<file path="src/rtl/ser_fifo.sv">
// ser_fifo: buffered 8N1 RS-232 port for the RISC5 I/O space, 16-deep FIFOs each way.
// Ports: clk, rst_n (async, active-low); bus stb/we/addr/data_in/data_out/ack;
//        irq (level); rxd (async serial in); txd (serial out, idle high).

module ser_fifo_buf #(
    parameter int DEPTH_LOG2 = 4
) (
    input  logic                  clk,
    input  logic                  rst_n,
    input  logic                  flush,
    input  logic                  push,
    input  logic                  pop,
    input  logic [7:0]            wdata,
    output logic [7:0]            rdata,
    output logic [DEPTH_LOG2:0]   count,
    output logic                  empty,
    output logic                  full
);
    localparam int DEPTH = 1 << DEPTH_LOG2;

    logic [7:0]            mem [DEPTH];
    logic [DEPTH_LOG2-1:0] wp;
    logic [DEPTH_LOG2-1:0] rp;
    logic                  do_push;
    logic                  do_pop;

    assign empty   = (count == '0);
    assign full    = count[DEPTH_LOG2];
    assign do_pop  = pop & ~empty;
    // a pop on the same edge frees the slot, so a full FIFO still accepts
    assign do_push = push & (~full | do_pop);
    assign rdata   = mem[rp];

    always_ff @(posedge clk) begin
        if (do_push)
            mem[wp] <= wdata;
    end

    always_ff @(posedge clk or negedge rst_n) begin
        if (!rst_n) begin
            wp    <= '0;
            rp    <= '0;
            count <= '0;
        end else if (flush) begin
            wp    <= '0;
            rp    <= '0;
            count <= '0;
        end else begin
            if (do_push)
                wp <= wp + 1'b1;
            if (do_pop)
                rp <= rp + 1'b1;
            if (do_push & ~do_pop)
                count <= count + 1'b1;
            else if (do_pop & ~do_push)
                count <= count - 1'b1;
        end
    end
endmodule

module ser_fifo #(
    parameter int CLK_FREQ   = 50000000,
    parameter int BAUD       = 115200,
    parameter int DEPTH_LOG2 = 4
) (
    input  logic        clk,
    input  logic        rst_n,
    input  logic        stb,
    input  logic        we,
    input  logic        addr,
    input  logic [31:0] data_in,
    output logic [31:0] data_out,
    output logic        ack,
    output logic        irq,
    input  logic        rxd,
    output logic        txd
);
    localparam int DIV = CLK_FREQ / BAUD;
    localparam int TW  = $clog2(DIV + 1);
    localparam int CW  = DEPTH_LOG2 + 1;
    localparam logic [TW-1:0] T_FULL = TW'(DIV - 1);
    localparam logic [TW-1:0] T_HALF = TW'(DIV / 2 - 1);

    typedef enum logic [1:0] {S_IDLE, S_START, S_DATA, S_STOP} st_t;

    // bus decode; side effects only on the acknowledged edge
    logic act;
    logic wr_data;
    logic wr_ctrl;
    logic rd_pop;
    logic rd_ok;
    logic flush;

    assign act     = stb & ack;
    assign wr_data = act & we & ~addr;
    assign wr_ctrl = act & we & addr;
    // pop only if the value returned one cycle earlier was a real byte
    assign rd_pop  = act & ~we & ~addr & rd_ok;
    assign flush   = wr_ctrl & data_in[3];

    logic unused_ok;
    assign unused_ok = ^data_in[31:8];

    // FIFOs
    logic [7:0]    tx_head;
    logic [7:0]    rx_head;
    logic [7:0]    rx_sh;
    logic [CW-1:0] tx_count;
    logic [CW-1:0] rx_count;
    logic          tx_empty;
    logic          tx_full;
    logic          rx_empty;
    logic          rx_full;
    logic          tx_pop;
    logic          rx_push;

    ser_fifo_buf #(.DEPTH_LOG2(DEPTH_LOG2)) u_tx (
        .clk   (clk),
        .rst_n (rst_n),
        .flush (flush),
        .push  (wr_data),
        .pop   (tx_pop),
        .wdata (data_in[7:0]),
        .rdata (tx_head),
        .count (tx_count),
        .empty (tx_empty),
        .full  (tx_full)
    );

    ser_fifo_buf #(.DEPTH_LOG2(DEPTH_LOG2)) u_rx (
        .clk   (clk),
        .rst_n (rst_n),
        .flush (flush),
        .push  (rx_push),
        .pop   (rd_pop),
        .wdata (rx_sh),
        .rdata (rx_head),
        .count (rx_count),
        .empty (rx_empty),
        .full  (rx_full)
    );

    // control / status
    logic rx_ie;
    logic tx_ie;
    logic rx_overrun;
    logic frame_err;
    logic tx_idle;
    logic rx_bad;
    logic [31:0] status;

    st_t tx_st;

    assign tx_idle = tx_empty & (tx_st == S_IDLE);

    always_comb begin
        status        = '0;
        status[0]     = ~rx_empty;
        status[1]     = ~tx_full;
        status[2]     = rx_overrun;
        status[3]     = frame_err;
        status[4]     = tx_idle;
        status[8]     = rx_ie;
        status[9]     = tx_ie;
        status[20:16] = 5'(rx_count);
        status[28:24] = 5'(tx_count);
    end

    always_ff @(posedge clk or negedge rst_n) begin
        if (!rst_n) begin
            ack        <= 1'b0;
            data_out   <= '0;
            rd_ok      <= 1'b0;
            rx_ie      <= 1'b0;
            tx_ie      <= 1'b0;
            rx_overrun <= 1'b0;
            frame_err  <= 1'b0;
            irq        <= 1'b0;
        end else begin
            ack   <= stb & ~ack;
            rd_ok <= stb & ~ack & ~we & ~addr & ~rx_empty;
            if (stb & ~ack & ~we) begin
                if (addr)
                    data_out <= status;
                else if (rx_empty)
                    data_out <= '0;
                else
                    data_out <= {24'b0, rx_head};
            end else begin
                data_out <= '0;
            end
            if (wr_ctrl) begin
                rx_ie <= data_in[0];
                tx_ie <= data_in[1];
            end
            if (rx_push & rx_full & ~rd_pop)
                rx_overrun <= 1'b1;
            else if (wr_ctrl & data_in[2])
                rx_overrun <= 1'b0;
            if (rx_bad)
                frame_err <= 1'b1;
            else if (wr_ctrl & data_in[2])
                frame_err <= 1'b0;
            irq <= (rx_ie & ~rx_empty) | (tx_ie & (tx_count == '0));
        end
    end

    // transmitter; txd trails the state by one edge
    logic [7:0]    tx_sh;
    logic [TW-1:0] tx_t;
    logic [2:0]    tx_n;

    // reload straight out of the stop bit so back-to-back bytes have no gap
    assign tx_pop = ~tx_empty &
                    ((tx_st == S_IDLE) |
                     ((tx_st == S_STOP) & (tx_t == T_FULL)));

    always_ff @(posedge clk or negedge rst_n) begin
        if (!rst_n) begin
            tx_st <= S_IDLE;
            txd   <= 1'b1;
            tx_sh <= '0;
            tx_t  <= '0;
            tx_n  <= '0;
        end else begin
            unique case (tx_st)
                S_IDLE: begin
                    txd  <= 1'b1;
                    tx_t <= '0;
                    if (tx_pop) begin
                        tx_sh <= tx_head;
                        tx_st <= S_START;
                    end
                end
                S_START: begin
                    txd <= 1'b0;
                    if (tx_t == T_FULL) begin
                        tx_t  <= '0;
                        tx_n  <= '0;
                        tx_st <= S_DATA;
                    end else begin
                        tx_t <= tx_t + 1'b1;
                    end
                end
                S_DATA: begin
                    txd <= tx_sh[0];
                    if (tx_t == T_FULL) begin
                        tx_t  <= '0;
                        tx_sh <= tx_sh >> 1;
                        tx_n  <= tx_n + 1'b1;
                        if (tx_n == 3'd7)
                            tx_st <= S_STOP;
                    end else begin
                        tx_t <= tx_t + 1'b1;
                    end
                end
                S_STOP: begin
                    txd <= 1'b1;
                    if (tx_t == T_FULL) begin
                        tx_t <= '0;
                        if (tx_pop) begin
                            tx_sh <= tx_head;
                            tx_st <= S_START;
                        end else begin
                            tx_st <= S_IDLE;
                        end
                    end else begin
                        tx_t <= tx_t + 1'b1;
                    end
                end
            endcase
        end
    end

    // receiver
    logic          rx_s1;
    logic          rx_s;
    logic          rx_q;
    logic          rx_fall;
    logic          rx_wait;
    logic          rx_smp;
    st_t           rx_st;
    logic [TW-1:0] rx_t;
    logic [2:0]    rx_n;

    assign rx_fall = rx_q & ~rx_s;
    assign rx_smp  = (rx_st == S_STOP) & ~rx_wait & (rx_t == T_FULL);
    assign rx_push = rx_smp & rx_s;
    assign rx_bad  = rx_smp & ~rx_s;

    always_ff @(posedge clk or negedge rst_n) begin
        if (!rst_n) begin
            rx_s1   <= 1'b1;
            rx_s    <= 1'b1;
            rx_q    <= 1'b1;
            rx_st   <= S_IDLE;
            rx_t    <= '0;
            rx_n    <= '0;
            rx_sh   <= '0;
            rx_wait <= 1'b0;
        end else begin
            rx_s1 <= rxd;
            rx_s  <= rx_s1;
            rx_q  <= rx_s;
            unique case (rx_st)
                S_IDLE: begin
                    rx_t <= '0;
                    if (rx_fall)
                        rx_st <= S_START;
                end
                S_START: begin
                    if (rx_t == T_HALF) begin
                        rx_t <= '0;
                        rx_n <= '0;
                        // a glitch that is high again at mid-bit is no start
                        rx_st <= rx_s ? S_IDLE : S_DATA;
                    end else begin
                        rx_t <= rx_t + 1'b1;
                    end
                end
                S_DATA: begin
                    if (rx_t == T_FULL) begin
                        rx_t  <= '0;
                        rx_sh <= {rx_s, rx_sh[7:1]};
                        rx_n  <= rx_n + 1'b1;
                        if (rx_n == 3'd7)
                            rx_st <= S_STOP;
                    end else begin
                        rx_t <= rx_t + 1'b1;
                    end
                end
                S_STOP: begin
                    if (rx_wait) begin
                        // hold off until the line is idle after a break
                        if (rx_s) begin
                            rx_wait <= 1'b0;
                            rx_st   <= S_IDLE;
                        end
                    end else if (rx_t == T_FULL) begin
                        rx_t <= '0;
                        if (rx_s)
                            rx_st <= S_IDLE;
                        else
                            rx_wait <= 1'b1;
                    end else begin
                        rx_t <= rx_t + 1'b1;
                    end
                end
            endcase
        end
    end
endmodule

</file>
<file path="config.mk">
export PLATFORM = sky130hd
export DESIGN_NAME = ser_fifo
export DESIGN_NICKNAME = d
export VERILOG_FILES = /design/src/rtl/ser_fifo.sv
export SDC_FILE = /design/constraint.sdc
export NUM_CORES = 1
export LEC_CHECK = 0
export CAP_MARGIN = 5
export CORE_UTILIZATION = 50
export CTS_CLUSTER_SIZE = 28
export DETAILED_ROUTE_END_ITERATION = 6
export PLACE_DENSITY = 0.71
export SLEW_MARGIN = 10
export SYNTH_ARGS = -nofsm -noshare
export SYNTH_HDL_FRONTEND = slang
export SYNTH_SLANG_ARGS = --single-unit
</file>
<file path="constraint.sdc">
create_clock -name clk -period 3.2 [get_ports clk]
set_input_delay 0.32 -clock clk [delete_from_list [all_inputs] [get_ports clk]]
set_output_delay 0.32 -clock clk [all_outputs]
set_load 0.01 [all_outputs]
</file>
=== Word-level counts from Yosys, hierarchy flattened ===
Memory sizes are Yosys's and may differ from the RTL's.
Cells that the tools add are included.

* Register bits after elaboration: 114
* Memory bits (writable): 256
* Input port bits: 38
* Output and inout port bits: 35
* Word-level logic and storage cells: 197
* Memories: 2

{| class="wikitable"
|+ Memory list
! name !! depth !! bits a word !! rd ports !! clocked after memory_dff !! write ports !! RTL line !! source
|-
| u_rx.mem || 16 || 8 || 1 || 0 || 1 || 21 || <nowiki>logic [7:0] mem [DEPTH];</nowiki>
|-
| u_tx.mem || 16 || 8 || 1 || 0 || 1 || 21 ||
|}

* Add/subtract/negate cells: 12
* Equality and inequality tests: 22
* Muxes and demuxes: 60
* Bitwise logic cells: 51
* Reduce and logical (&&, ||, !) cells: 23

{| class="wikitable"
|+ Operators by type and width
! cell !! count
|-
| $mux W9 || 4
|-
| $pmux W9 S4 || 1
|-
| $and A1 B1 Y1 || 33
|-
| $mux W32 || 1
|-
| $mux W4 || 8
|-
| $mux W8 || 4
|-
| $mux W5 || 6
|-
| $mux W29 || 1
|-
| $mux W2 || 13
|-
| $pmux W8 S3 || 1
|-
| $add A9 B1 Y9 const B || 2
|-
| $eq A9 B9 Y1 const B || 2
|-
| $pmux W9 S2 || 1
|-
| $add A4 B1 Y4 const B || 4
|-
| $ne A2 B2 Y1 const B || 8
|-
| $pmux W2 S4 || 2
|-
| $reduce_bool A2 Y1 || 8
|-
| $not A1 Y1 || 14
|-
| $mux W3 || 4
|-
| $pmux W3 S2 || 2
|-
| $mux W1 || 11
|-
| $add A5 B1 Y5 const B || 2
|-
| $logic_not A5 Y1 || 2
|-
| $reduce_and A5 Y1 || 2
|-
| 16 further kinds || 32
|}

=== Longest topological paths before layout ===
Gate-level depths: netlist of run 1.

* Depth after elaboration: 12
* Gate-level depth with buffers: 13
* Mapped depth without buffers: 12

=== Hierarchy ===
A second synthesis of run 1 with hierarchy kept.

* Cells, all modules: 944
* Area total of the unflattened synthesis: 15250.9 µm²

{| class="wikitable"
|+ By module, submodules not included
! module !! times used !! cells each !! area an instance (µm²) !! seq. area each (µm²)
|-
| ser_fifo_buf || 2 || 313 || 5815.6 || 4169.0
|-
| ser_fifo || 1 || 318 || 3619.7 || 1906.8
|}

=== Worst setup path after synthesis of run 1 ===
Ideal clock, no wire load.

* Path kind: reg2reg
* Start point: reg tx_t[0]
* End point: reg u_tx.count[4]
* Setup time: 0.082 ns
* Data arrival time: 3.021 ns
* Required time: 3.118 ns
* Slack: 0.097 ns
* Cell stages (with the launch flop): 13
* Buffers on the path: 1
* Period minus slack after synthesis: 3.103 ns
* Path through: dfrtp_1 -> ha_1 -> and4b_1 -> buf_2 -> a31o_2 -> a211oi_2 -> inv_1 -> fa_1 -> a21o_1 -> a21oi_1 -> nand2_1 -> or3_1 -> a31oi_1

* Longest elaborated chain between the ends: 10
* Elaborated cells on any way between the ends: 14
* Those cells by class: 1 x eq/ne; 2 x mux; 10 x bitwise; 1 x reduce/logical

{| class="wikitable"
|+ Ends and longest elaborated chain
! item !! RTL line !! source
|-
| start, declared || 210 || <nowiki>logic [TW-1:0] tx_t;</nowiki>
|-
| start signal, assigned || 242 || <nowiki>tx_t <= tx_t + 1'b1;</nowiki>
|-
| start signal, assigned || 254 || <nowiki>tx_t <= tx_t + 1'b1;</nowiki>
|-
| start signal, assigned || 268 || <nowiki>tx_t <= tx_t + 1'b1;</nowiki>
|-
| $eq A9 B9 Y1 * || 216 || <nowiki>((tx_st == S_STOP) & (tx_t == T_FULL)));</nowiki>
|-
| $and A1 B1 Y1 * || 216 ||
|-
| $or A1 B1 Y1 * || 215 || <nowiki>((tx_st == S_IDLE) |</nowiki>
|-
| $and A1 B1 Y1 * || 214 || <nowiki>assign tx_pop = ~tx_empty &</nowiki>
|-
| $and A1 B1 Y1 * || 29 || <nowiki>assign do_pop = pop & ~empty;</nowiki>
|-
| $or A1 B1 Y1 || 31 || <nowiki>assign do_push = push & (~full | do_pop);</nowiki>
|-
| $and A1 B1 Y1 || 31 ||
|-
| $and A1 B1 Y1 or $not A1 Y1 (tied branches) || 53, 55 ||
|-
| $mux W5 or $and A1 B1 Y1 (tied branches) || 53, 55 ||
|-
| $mux W5 or $reduce_bool A3 Y1 (tied branches) || n/a ||
|-
| end signal, assigned || 54 || <nowiki>count <= count + 1'b1;</nowiki>
|-
| end signal, assigned || 56 || <nowiki>count <= count - 1'b1;</nowiki>
|-
| end, declared || 15 || <nowiki>output logic [DEPTH_LOG2:0] count,</nowiki>
|}

Every way passes the cells marked *; elsewhere a longest branch is shown, timed or not.
A chain may end at the register's enable or synchronous reset.

=== Worst setup path after layout of run 1 ===
* Start point: reg u_tx.count[1]
* End point: reg u_tx.count[4]

* Longest elaborated chain between the ends: 9
* Elaborated cells on any way between the ends: 16
* Those cells by class: 2 x add/sub; 3 x mux; 9 x bitwise; 2 x reduce/logical

{| class="wikitable"
|+ Ends and longest elaborated chain
! item !! RTL line !! source
|-
| $logic_not A5 Y1 || 27 || <nowiki>assign empty = (count == '0);</nowiki>
|-
| $not A1 Y1 || 29, 214 ||
|-
| $and A1 B1 Y1 || 214 ||
|-
| $and A1 B1 Y1 || 29 ||
|-
| $or A1 B1 Y1 || 31 ||
|-
| $and A1 B1 Y1 || 31 ||
|-
| $and A1 B1 Y1 or $not A1 Y1 (tied branches) || 53, 55 ||
|-
| $mux W5 or $and A1 B1 Y1 (tied branches) || 53, 55 ||
|-
| $mux W5 or $reduce_bool A3 Y1 (tied branches) || n/a ||
|}

Several ways; a longest one is shown, not always the timed one. The select of a mux whose other input is x is not followed.

==> impl_results.md, run 1 <==
* Wirelength per Cell at 19.7 um
* DPL Wire Length at 18.1 mm
* Startpoint Class: flop
* Post-Syn Instances at 931
* Largest net degree at the start of global routing at 57
* Slew Viols, Final at 0
* Tot Pwr at 9.37 mW
* # IOs at 73
* Routability Congestion at 0.820
* Final min period at 2.98 ns
* Die area at 30900 um^2
* Starting density of the core at 0.509
* Status: completed
* Max-cap viol count at 0
* Critical Path End Type: flop
* Die height at 176 um
* CTS tree: built
* Area delta synth->final at 13.8%
* Reg2Reg Launch Point: u_tx.count[1]
* Detailed-route DRC error count at 0
* Asr flop ratio synth at 0.285
* Maximum VDD drop at 0.000313 V
* Drt pass-1 iters at 5
* Post-Syn Area at 15100 um^2
* Core footprint at 29600 um^2
* Grt peak-use layer: met2
* Post-Syn Area per Cell at 16.2 um^2
* Largest family of logic cells by synthesized area: multiplexers
* Met3 GRT Util at 0.0320
* Required @ worst endpoint at 3.64 ns
* Cts repair resizes at 0
* Top cell type's share of synthesized area at 0.510
* Number of synthesized flops with an enable pin at 256
* Yosys warnings at 0
* Worst-path fanout max at 5
* P_leak at 6.49 nW
* Clk slew on worst S/H paths at 0.06 ns
* Simple-gate portion of the synthesized area at 0.0793
* Adder-cell share of the synthesized area at 0.0275
* Fin util at 0.579
* TritonCTS Buffers at 36
* RSZ-0062 raised after global routing: false
* Reg-to-reg slack, setup at 0.22 ns
* Ant. Diodes at 0
* Grt total ovfl at 0
* Die Wd at 176 um
* GR Layer Usage met2 at 0.324
* Critical Path Source: u_tx.count[1]
* Vias at 7912
* Final Hold Vio Count at 0
* Starting DRT DRC Count at 623
* F_max at 0.336 GHz
* Layout net count at 1072
* Count leader, synth: edfxtp_1
* Top post-synthesis cells by count: 256 x edfxtp_1, 98 x dfrtp_1, 68 x mux4_2, 64 x nor2_1, 44 x nand2_1
* Synth unique cells at 70
* Bufs on Longest Clock Path at 3
* M1 GR Usage at 0.245
* Vias in the first global route at 7972
* Root Buffer: clkbuf_16
* CP Class: reg2reg
* Worst slew pin tran at 0.783 ns
* Yosys top cell by area: edfxtp_1
* Initial antenna violation count at 0
* Port buffer count at 36
* Clk_lat worst skew at 0.52 ns
* # H-tree levels at 2
* Synth Area in Compound Gates at 0.0446
* Register area share after synthesis at 0.679
* Hold_sp: rxd
* Mux contribution to synthesized area at 0.127
* Setup-failing EPs final at 0
* DR vias/cell at 5.57
* DRT antenna net count at 0
* Fin crit share at 0.931
* Layout cells sized above 1 at 0.194
* Top cells by area, synth: edfxtp_1 51%, dfrtp_1 16%, mux4_2 10%, ha_1 2.5%, nor2_1 1.6%
* Worst Path Arrival at 3.42 ns
* First-pass GRT wire length at 44.3 mm
* Number of synthesized register bits at 358
* # rows at 63
* Slew margin rel. at 0.474
* Final wirelength at 27.9 mm
* Final setup TNS at 0 ns
* Worst min path class: in2reg
* Clock sinks at 358
* Pwr dens at 546 nW/um^2
* Synth Area in XOR/XNOR at 0.0163
* Tot GR Track Use at 0.188
* Top FF cell, synth: edfxtp_1
* Worst Skew at 0.0139 ns
## cell type report
type                            count  area [um^2]
Sequential cell                   358        10200
Multi-Input combinational cell    501         4490
Tap cell                          390          488
Clock buffer                       48          977
Clock inverter                     18          118
Timing Repair Buffer               78          738
Fill cell                        2261        12500
Inverter                           27          101
## cell usage in the layout, fill, tap and decap left out, types with 8 or more instances in the layout
cell               n
nor3_1            14
nand2_1           44
conb_1            12
a22o_1             8
mux2i_1           14
a31oi_1            9
and3_1             9
nor2_1            64
mux4_2            68
o21ai_0           10
dfrtp_1           96
inv_1             23
and2_1            30
mux2_2            21
edfxtp_1         256
ha_1              30
clkbuf_16         37
nand3_1           21
clkbuf_1          10
clkdlybuf4s50_1   35
clkinv_2           8
buf_4             37
a21oi_1           23
xnor2_1           15
xor2_1            13
## worst max-delay path, cell delays in order (launching register included)
cell and delay, ns:
dfrtp_1 0.42, or2_1 0.27, or4_4 0.46, a211oi_2 0.22
inv_1 0.15, fa_1 0.42, a21o_1 0.20, a21oi_1 0.19
nand2_1 0.09, or3_1 0.31, a31oi_1 0.16
## power by group
| group | switching (mW) | leakage, nW | internal [mW] |
|---|---|---|---|
| Clock | 1.67 | 0.539 | 2.24 |
| Combinational | 0.205 | 1.97 | 0.164 |
| Sequential | 0.0798 | 3.98 | 5.01 |
| Total | 1.95 | 6.49 | 7.42 |
## metal layers
layer  routed length, um  vias to the layer above
li1                    -                     3666
met4                 563                        0
met5                   0                        -
met3                1200                       41
met2               14500                      154
met1               11600                     4051
## final timing paths
kind | cells after the start | endpoint
max reg2reg | 10 | u_tx.count[4]
max | 10 | u_tx.count[4]
max in group asynchronous | 3 | txd
min reg2reg | 0 | rx_s
min in group asynchronous | 2 | rx_n[2]
min | 1 | rx_s1
## cell families (layout without fill, tap and decap cells)
kind of cell / count (synthesis) / in the layout
DFF: 358 / 358
buffers and inverters: 83 / 171
and+or+nand+nor: 229 / 229
AOI/OAI and AO/OA: 96 / 96
muxes: 104 / 104
xor gates and xnor gates: 28 / 28
adders and majority gates: 32 / 32
other: 1 / 12
## state kept, by name, summed over array words and instances (netlist names), 2 cells and up, named ones only
signal	count
u_rx.mem	128
tx_sh	8
u_tx.rp	4
u_rx.wp	4
u_tx.count	5
u_tx.wp	4
rx_t	9
rx_sh	8
tx_st	2
u_rx.count	5
tx_t	9
rx_n	3
data_out	20
tx_n	3
u_tx.mem	128
u_rx.rp	4
## metrics by stage
step / instance area (um^2) / hold slack, ns / worst slack (ns) / std cells
floorplan: 15100 / 0.0244 / 0.0965 / 942
global placement: 16100 / 0.347 / 0.0810 / 1353
detailed placement: 16100 / 0.356 / 0.0184 / 1353
CTS: 17200 / 0.193 / 0.204 / 1420
global route: 17200 / 0.193 / 0.0572 / 1420
finish: 17200 / 0.205 / 0.221 / 1420
## what timing repair did
item | 4_1_cts | 5_1_grt
setup buffers | 0 | 0
hold buffers | 1 | 0
hold endpoints to repair | 52 | 0
(Power assumes the default switching activity.)
==> run 2, diff against run 1 <==
--- a/config.mk
+++ b/config.mk
@@ -6,6 +6,7 @@
 export NUM_CORES = 1
 export LEC_CHECK = 0
 export CAP_MARGIN = 5
+export CORE_ASPECT_RATIO = 0.6
 export CORE_UTILIZATION = 50
 export CTS_CLUSTER_SIZE = 28
 export DETAILED_ROUTE_END_ITERATION = 6
==> impl_results.md, run 2 (synthesized netlist as in run 1, its figures left out) <==
* Status: completed
* Detailed-route DRC error count at 0 (unchanged)
* Grt total ovfl at 0 (unchanged)
* Worst slew pin tran at 0.870 ns (+0.0874 ns)
* Most frequent cells in the layout: 256 x edfxtp_1, 96 x dfrtp_1, 68 x mux4_2
* Die height at 137 um (-22%)
* Reg-to-reg critical path endpoint: u_tx.count[4]
* Setup-failing EPs final at 0 (unchanged)
* # rows at 48 (-24%)
* P_leak at 6.52 nW (+0.45%)
* Startpoint Class: flop
* GR Layer Usage met2 at 0.283 (-0.0410)
* Slowest-stage cell, CP: or4_4
* M1 GR Usage at 0.346 (+0.101)
* Clock power share at 0.411 (-0.006)
* Layout cells sized above 1 at 0.209 (+0.0145)
* Die Wd at 226 um (+29%)
* Fin crit share at 0.932 (+0.00118)
* Layout net count at 1082 (+0.93%)
* Grt peak-use layer: met1
* Reg power frac at 0.547 (+0.003)
* Leading cell type in the layout, fill and taps excluded: edfxtp_1
* Critical Path End Type: flop
* Largest regs: u_rx.mem x128, u_tx.mem x128, data_out x20
* Tot GR Track Use at 0.211 (+0.0224)
* Bufs on Longest Clock Path at 3 (unchanged)
* Worst Skew at 0.00863 ns (-0.00523 ns)
* Area delta synth->final at 14.0%
* Vias at 8242 (+4.2%)
* Final setup TNS at 0 ns (unchanged)
* # IOs at 73 (unchanged)
* Worst-path fanout max at 5 (unchanged)
* Clk_lat worst skew at 0.56 ns (+0.04 ns)
* TritonCTS Buffers at 31 (-14%)
* Max-cap viol count at 0 (unchanged)
* Ant. Diodes at 0 (unchanged)
* NetSw at 1.94 mW (-0.56%)
* Reg-to-reg slack, setup at 0.22 ns (about the same)
* Required @ worst endpoint at 3.68 ns (+0.04 ns)
* First-pass GRT wire length at 48.0 mm (+8.5%)
* Clock sinks at 358 (unchanged)
* CP top delay family: simple AND/OR/NAND/NOR gates
* Tot Pwr at 9.30 mW (-0.73%)
* F_max at 0.335 GHz (-0.13%)
* Worst Hold Depth at 1 (unchanged)
* DR vias/cell at 5.74 (+3.1%)
* Largest net degree at the start of global routing at 44 (-23%)
* Starting density of the core at 0.517 (+0.00785)
* Core footprint at 29200 um^2 (-1.5%)
* Maximum VDD drop at 0.000360 V (+15%)
* Slew margin rel. at 0.420 (-0.0539)
* Worst R2R Path Depth at 10 (unchanged)
* Comb pwr share at 0.042 (+0.003)
* Met3 GRT Util at 0.0492 (+0.0171)
* Starting DRT DRC Count at 842 (+35%)
* Die area at 30900 um^2 (about the same)
* Cell Int Power at 7.36 mW (-0.77%)
* Initial antenna violation count at 1 (+1)
* # H-tree levels at 1 (-1)
* Critical Path Source: u_tx.count[1]
* Wirelength per Cell at 21.6 um (+10%)
* Vias in the first global route at 7920 (-0.65%)
* CP Class: reg2reg
* Fin util at 0.589 (+0.00971)
* Final min period at 2.98 ns (+0.00378 ns)
* Final wirelength at 31.0 mm (+11%)
* Reg2Reg Launch Point: u_tx.count[1]
* RSZ-0062 raised after global routing: false
* Worst Hold Endpoint: rx_s1
* Worst Path Arrival at 3.47 ns (+0.05 ns)
* Root Buffer: clkbuf_16
* Max incr delay on CP at 0.46 ns (about the same)
* Routability Congestion at 0.836 (+2.0%)
* DPL Wire Length at 20.9 mm (+15%)
* Critical path, cell by cell: or2_1 > or4_4 > a211oi_2 > inv_1 > fa_1 > a21o_1 > a21oi_1 > nand2_1 > or3_1 > a31oi_1
* Port buffer count at 36 (unchanged)
* Pwr dens at 541 nW/um^2 (-0.86%)
* Slew Viols, Final at 0 (unchanged)
* Hold_sp: rxd
* Drt pass-1 iters at 5 (unchanged)
* DRT antenna net count at 0 (unchanged)
* CTS tree: built
* Final Hold Vio Count at 0 (unchanged)
* Clk slew on worst S/H paths at 0.07 ns (about the same)
* Worst min path class: in2reg
* Post-CTS setup buffers at 0 (unchanged)
* WP buf/inv at 1 (unchanged)
* Sw Share at 0.209 (+0.000349)
-- run 2: cell count changes in the layout (fill, tap and decap cells not counted), moves of 4 or more --
| cell | delta |
|---|---|
| bufinv_16 | +4 |
| buf_4 | +19 |
| clkbuf_1 | -6 |
| buf_12 | -4 |
| clkbuf_16 | -6 |
-- run 2: power by group through the flow --
stage          Clock [mW]  Combinational (mW)  Sequential [mW]
2_1_floorplan           0               0.244             5.17
3_3_place_gp            0               0.383             5.18
3_5_place_dp            0               0.391             5.18
4_1_cts              3.89               0.395             5.08
5_1_grt              4.06               0.451             5.09
6_report             3.82               0.395             5.09
-- run 2: worst max-delay path by stage --
stage	depth (start not counted)	endpoint	slack (ns)
3_5_place_dp	11	u_tx.count[4]	0.03
6_report	10	u_tx.count[4]	0.22
4_1_cts	9	u_rx.count[4]	0.17
5_1_grt	10	u_tx.count[4]	0.009
2_1_floorplan	12	u_tx.count[4]	0.1
3_3_place_gp	11	u_tx.count[4]	0.03
-- run 2: layout make-up --
class,count,area (um^2)
fill,2197,12000
sequential,358,10200
multi-input combinational,501,4510
timing repair buffer,93,801
clock buffer,35,791
tap,400,500
clock inverter,21,236
inverter,27,101
-- run 2: metrics by stage --
stage	worst slack, ns	std cells	hold WS [ns]	area [um^2]
finish	0.217	1435	0.167	17200
global route	0.00886	1435	0.157	17200
CTS	0.173	1435	0.145	17200
global placement	0.0341	1378	0.346	16100
floorplan	0.0965	942	0.0244	15100
detailed placement	0.0344	1378	0.347	16100
-- run 2: layer usage --
metal | up-vias | part of all wire | wire (um)
met5 | - | 0 | 0
met1 | 4237 | 0.49 | 15100
met3 | 32 | 0.080 | 2490
met4 | 0 | 0.015 | 467
li1 | 3692 | - | -
met2 | 281 | 0.42 | 12900
-- run 2: repair_timing --
action / in CTS / in global routing
gates resized for setup: 0 / 1
hold endpoints to repair: 40 / 0
hold buffers: 1 / 0
setup endpoints to repair: 0 / 1
==> run 3, diff against run 2 <==
--- a/config.mk
+++ b/config.mk
@@ -8,9 +8,11 @@
 export CAP_MARGIN = 5
 export CORE_ASPECT_RATIO = 0.6
 export CORE_UTILIZATION = 50
+export CTS_CLUSTER_DIAMETER = 30
 export CTS_CLUSTER_SIZE = 28
 export DETAILED_ROUTE_END_ITERATION = 6
-export PLACE_DENSITY = 0.71
+export DONT_BUFFER_PORTS = 1
+export PLACE_DENSITY = 0.68
 export SLEW_MARGIN = 10
 export SYNTH_ARGS = -nofsm -noshare
 export SYNTH_HDL_FRONTEND = slang
==> impl_results.md, run 3 (synthesized netlist as in run 1, its figures left out) <==
* Critical Path End Type: flop
* Comb pwr share at 0.035 (-0.007)
* Layout cells sized above 1 at 0.239 (+0.0305)
* Wirelength per Cell at 22.2 um (+2.5%)
* CP top delay family: simple AND/OR/NAND/NOR gates
* Reg power frac at 0.467 (-0.080)
* Leading cell type in the layout, fill and taps excluded: edfxtp_1
* Critical path, cell by cell: nand2_1 > or4_1 > o211a_1 > inv_2 > ha_1 > a21o_1 > a21o_1 > or4_1 > a41oi_1
* Clock sinks at 358 (unchanged)
* Largest regs: u_rx.mem x128, u_tx.mem x128, data_out x20
* Reg-to-reg critical path endpoint: u_rx.count[4]
* Die Wd at 226 um (unchanged)
* Core footprint at 29200 um^2 (unchanged)
* CP Class: reg2reg
* Starting density of the core at 0.517 (unchanged)
* Fin crit share at 0.962 (+0.0296)
* WP buf/inv at 1 (unchanged)
* Pwr dens at 619 nW/um^2 (+14%)
* Required @ worst endpoint at 3.66 ns (-0.02 ns)
* Hold_sp: data_in[2]
* Fin util at 0.603 (+0.0140)
* Tot GR Track Use at 0.215 (+0.00448)
* Final Hold Vio Count at 0 (unchanged)
* Tot Pwr at 10.9 mW (+17%)
* Max incr delay on CP at 0.55 ns (+0.09 ns)
* Worst Hold Endpoint: rx_overrun
* Die height at 137 um (unchanged)
* Ant. Diodes at 0 (unchanged)
* Clock power share at 0.498 (+0.087)
* Grt total ovfl at 0 (unchanged)
* Cell Int Power at 8.38 mW (+14%)
* First-pass GRT wire length at 48.9 mm (+1.7%)
* Register area at 10200 um^2 (unchanged)
* P_leak at 6.74 nW (+3.4%)
* Slew Viols, Final at 0 (unchanged)
* Slew margin rel. at 0.450 (+0.0303)
* Final min period at 3.08 ns (+0.0947 ns)
* Port buffer count at 0 (-100%)
* Vias at 8270 (+0.34%)
* Die area at 30900 um^2 (unchanged)
* Worst Path Arrival at 3.53 ns (+0.06 ns)
* Sw Share at 0.230 (+0.0216)
* Layout net count at 1071 (-1.0%)
* Reg-to-reg slack, setup at 0.12 ns (-0.09 ns)
* Worst R2R Path Depth at 9 (-1)
* Fin cells at 1441 (+0.42%)
* Max-cap viol count at 0 (unchanged)
* Maximum VDD drop at 0.000598 V (+66%)
* Starting DRT DRC Count at 802 (-4.8%)
* Worst Skew at 0.0416 ns (+0.0330 ns)
* # H-tree levels at 2 (+1)
* Area occupied by multi-input gates at 4520 um^2 (+0.33%)
* DR vias/cell at 5.74 (about the same)
* Slowest-stage cell, CP: or4_1
* Drt pass-1 iters at 5 (unchanged)
* NetSw at 2.51 mW (+29%)
* Detailed-route DRC error count at 0 (unchanged)
* # IOs at 73 (unchanged)
* Root Buffer: clkbuf_16
* Vias in the first global route at 8097 (+2.2%)
* Fillers at 2159 (-1.7%)
* Worst min path class: in2reg
* Final wirelength at 32.0 mm (+3.0%)
* # rows at 48 (unchanged)
* Status: completed
* F_max at 0.325 GHz (-3.1%)
* Clk_lat worst skew at 0.57 ns (about the same)
* Worst-path fanout max at 8 (+3)
* Worst Hold Depth at 3 (+2)
* Design area at 17600 um^2 (+2.4%)
* Bufs on Longest Clock Path at 3 (unchanged)
* Routability Congestion at 0.802 (-4.1%)
* DRT antenna net count at 0 (unchanged)
* Setup-failing EPs final at 0 (unchanged)
* Most frequent cells in the layout: 256 x edfxtp_1, 96 x dfrtp_1, 68 x mux4_2
* Clk slew on worst S/H paths at 0.06 ns (about the same)
* TritonCTS Buffers at 48 (+55%)
* Largest net degree at the start of global routing at 103 (+130%)
* CTS tree: built
* Worst slew pin tran at 0.825 ns (-0.0454 ns)
* DPL Wire Length at 20.7 mm (-0.93%)
* Startpoint Class: flop
* Area delta synth->final at 16.7%
* Reg2Reg Launch Point: ack
* # placed instances at 1334 (-3.2%)
* Final setup TNS at 0 ns (unchanged)
* Initial antenna violation count at 2 (+1)
* Cell Area, Placed at 15700 um^2 (-2.5%)
## run 3: changes by cell type in the layout (fill, tap and decap cells not counted), sizes merged, moves of 2 or more
cell	delta
clkdlybuf4s50	-35
inv	+13
bufinv	-2
buf	-6
dlygate4sd3	+13
clkinv	+5
clkbuf	+17
## run 3: how the worst max path moves through the flow
| stage | depth (start not counted) | end | from | slack (ns) |
|---|---|---|---|---|
| 2_1_floorplan | 12 | u_tx.count[4] | tx_t[0] | 0.1 |
| 3_3_place_gp | 9 | u_rx.count[4] | u_rx.count[3] | 0.23 |
| 3_5_place_dp | 9 | u_rx.count[4] | u_rx.count[3] | 0.17 |
| 4_1_cts | 9 | u_rx.count[4] | u_rx.count[3] | 0.13 |
| 5_1_grt | 9 | u_rx.count[4] | ack | -0.02 |
| 6_report | 9 | u_rx.count[4] | ack | 0.12 |
## run 3: metal layers
layer  share of wire  track usage
met5         0.00056            0
met4           0.020       0.0653
met3           0.080       0.0483
met2            0.42        0.295
met1            0.48        0.339
## run 3: stage by stage
step	hold WS, ns	setup slack (ns)
2_1_floorplan	0.0244	0.0965
3_3_place_gp	0.0311	0.226
3_5_place_dp	0.0273	0.173
4_1_cts	0.00795	0.127
5_1_grt	0.0519	-0.0151
6_report	0.0427	0.123
## run 3: worst reg2reg max path: stages (launching register included)
cell     delay, ns
dfrtp_1       0.44
nand2_1       0.21
or4_1         0.55
o211a_1       0.34
inv_2         0.16
ha_1          0.29
a21o_1        0.18
a21o_1        0.20
or4_1         0.40
a41oi_1       0.23
## run 3: area by class of cell
type / count / area share
clock buffer: 52 / 0.0715
tap: 400 / 0.0284
multi-input combinational: 501 / 0.257
inverter: 27 / 0.00576
timing repair buffer: 65 / 0.0316
sequential: 358 / 0.582
clock inverter: 38 / 0.0231
## run 3: power groups by stage
stage	combinational (mW)	sequential [mW]	clock, mW
2_1_floorplan	0.244	5.17	0
3_3_place_gp	0.307	5.18	0
3_5_place_dp	0.314	5.18	0
4_1_cts	0.387	5.09	5.52
5_1_grt	0.443	5.09	5.70
6_report	0.385	5.09	5.42
## run 3: timing repair
item | 4_1_cts | 5_1_grt
setup endpoints to repair | 0 | 2
buffers inserted | 0 | 2
resized for setup | 0 | 1
endpoints found under the hold margin | 237 | 0
hold buffers | 15 | 0
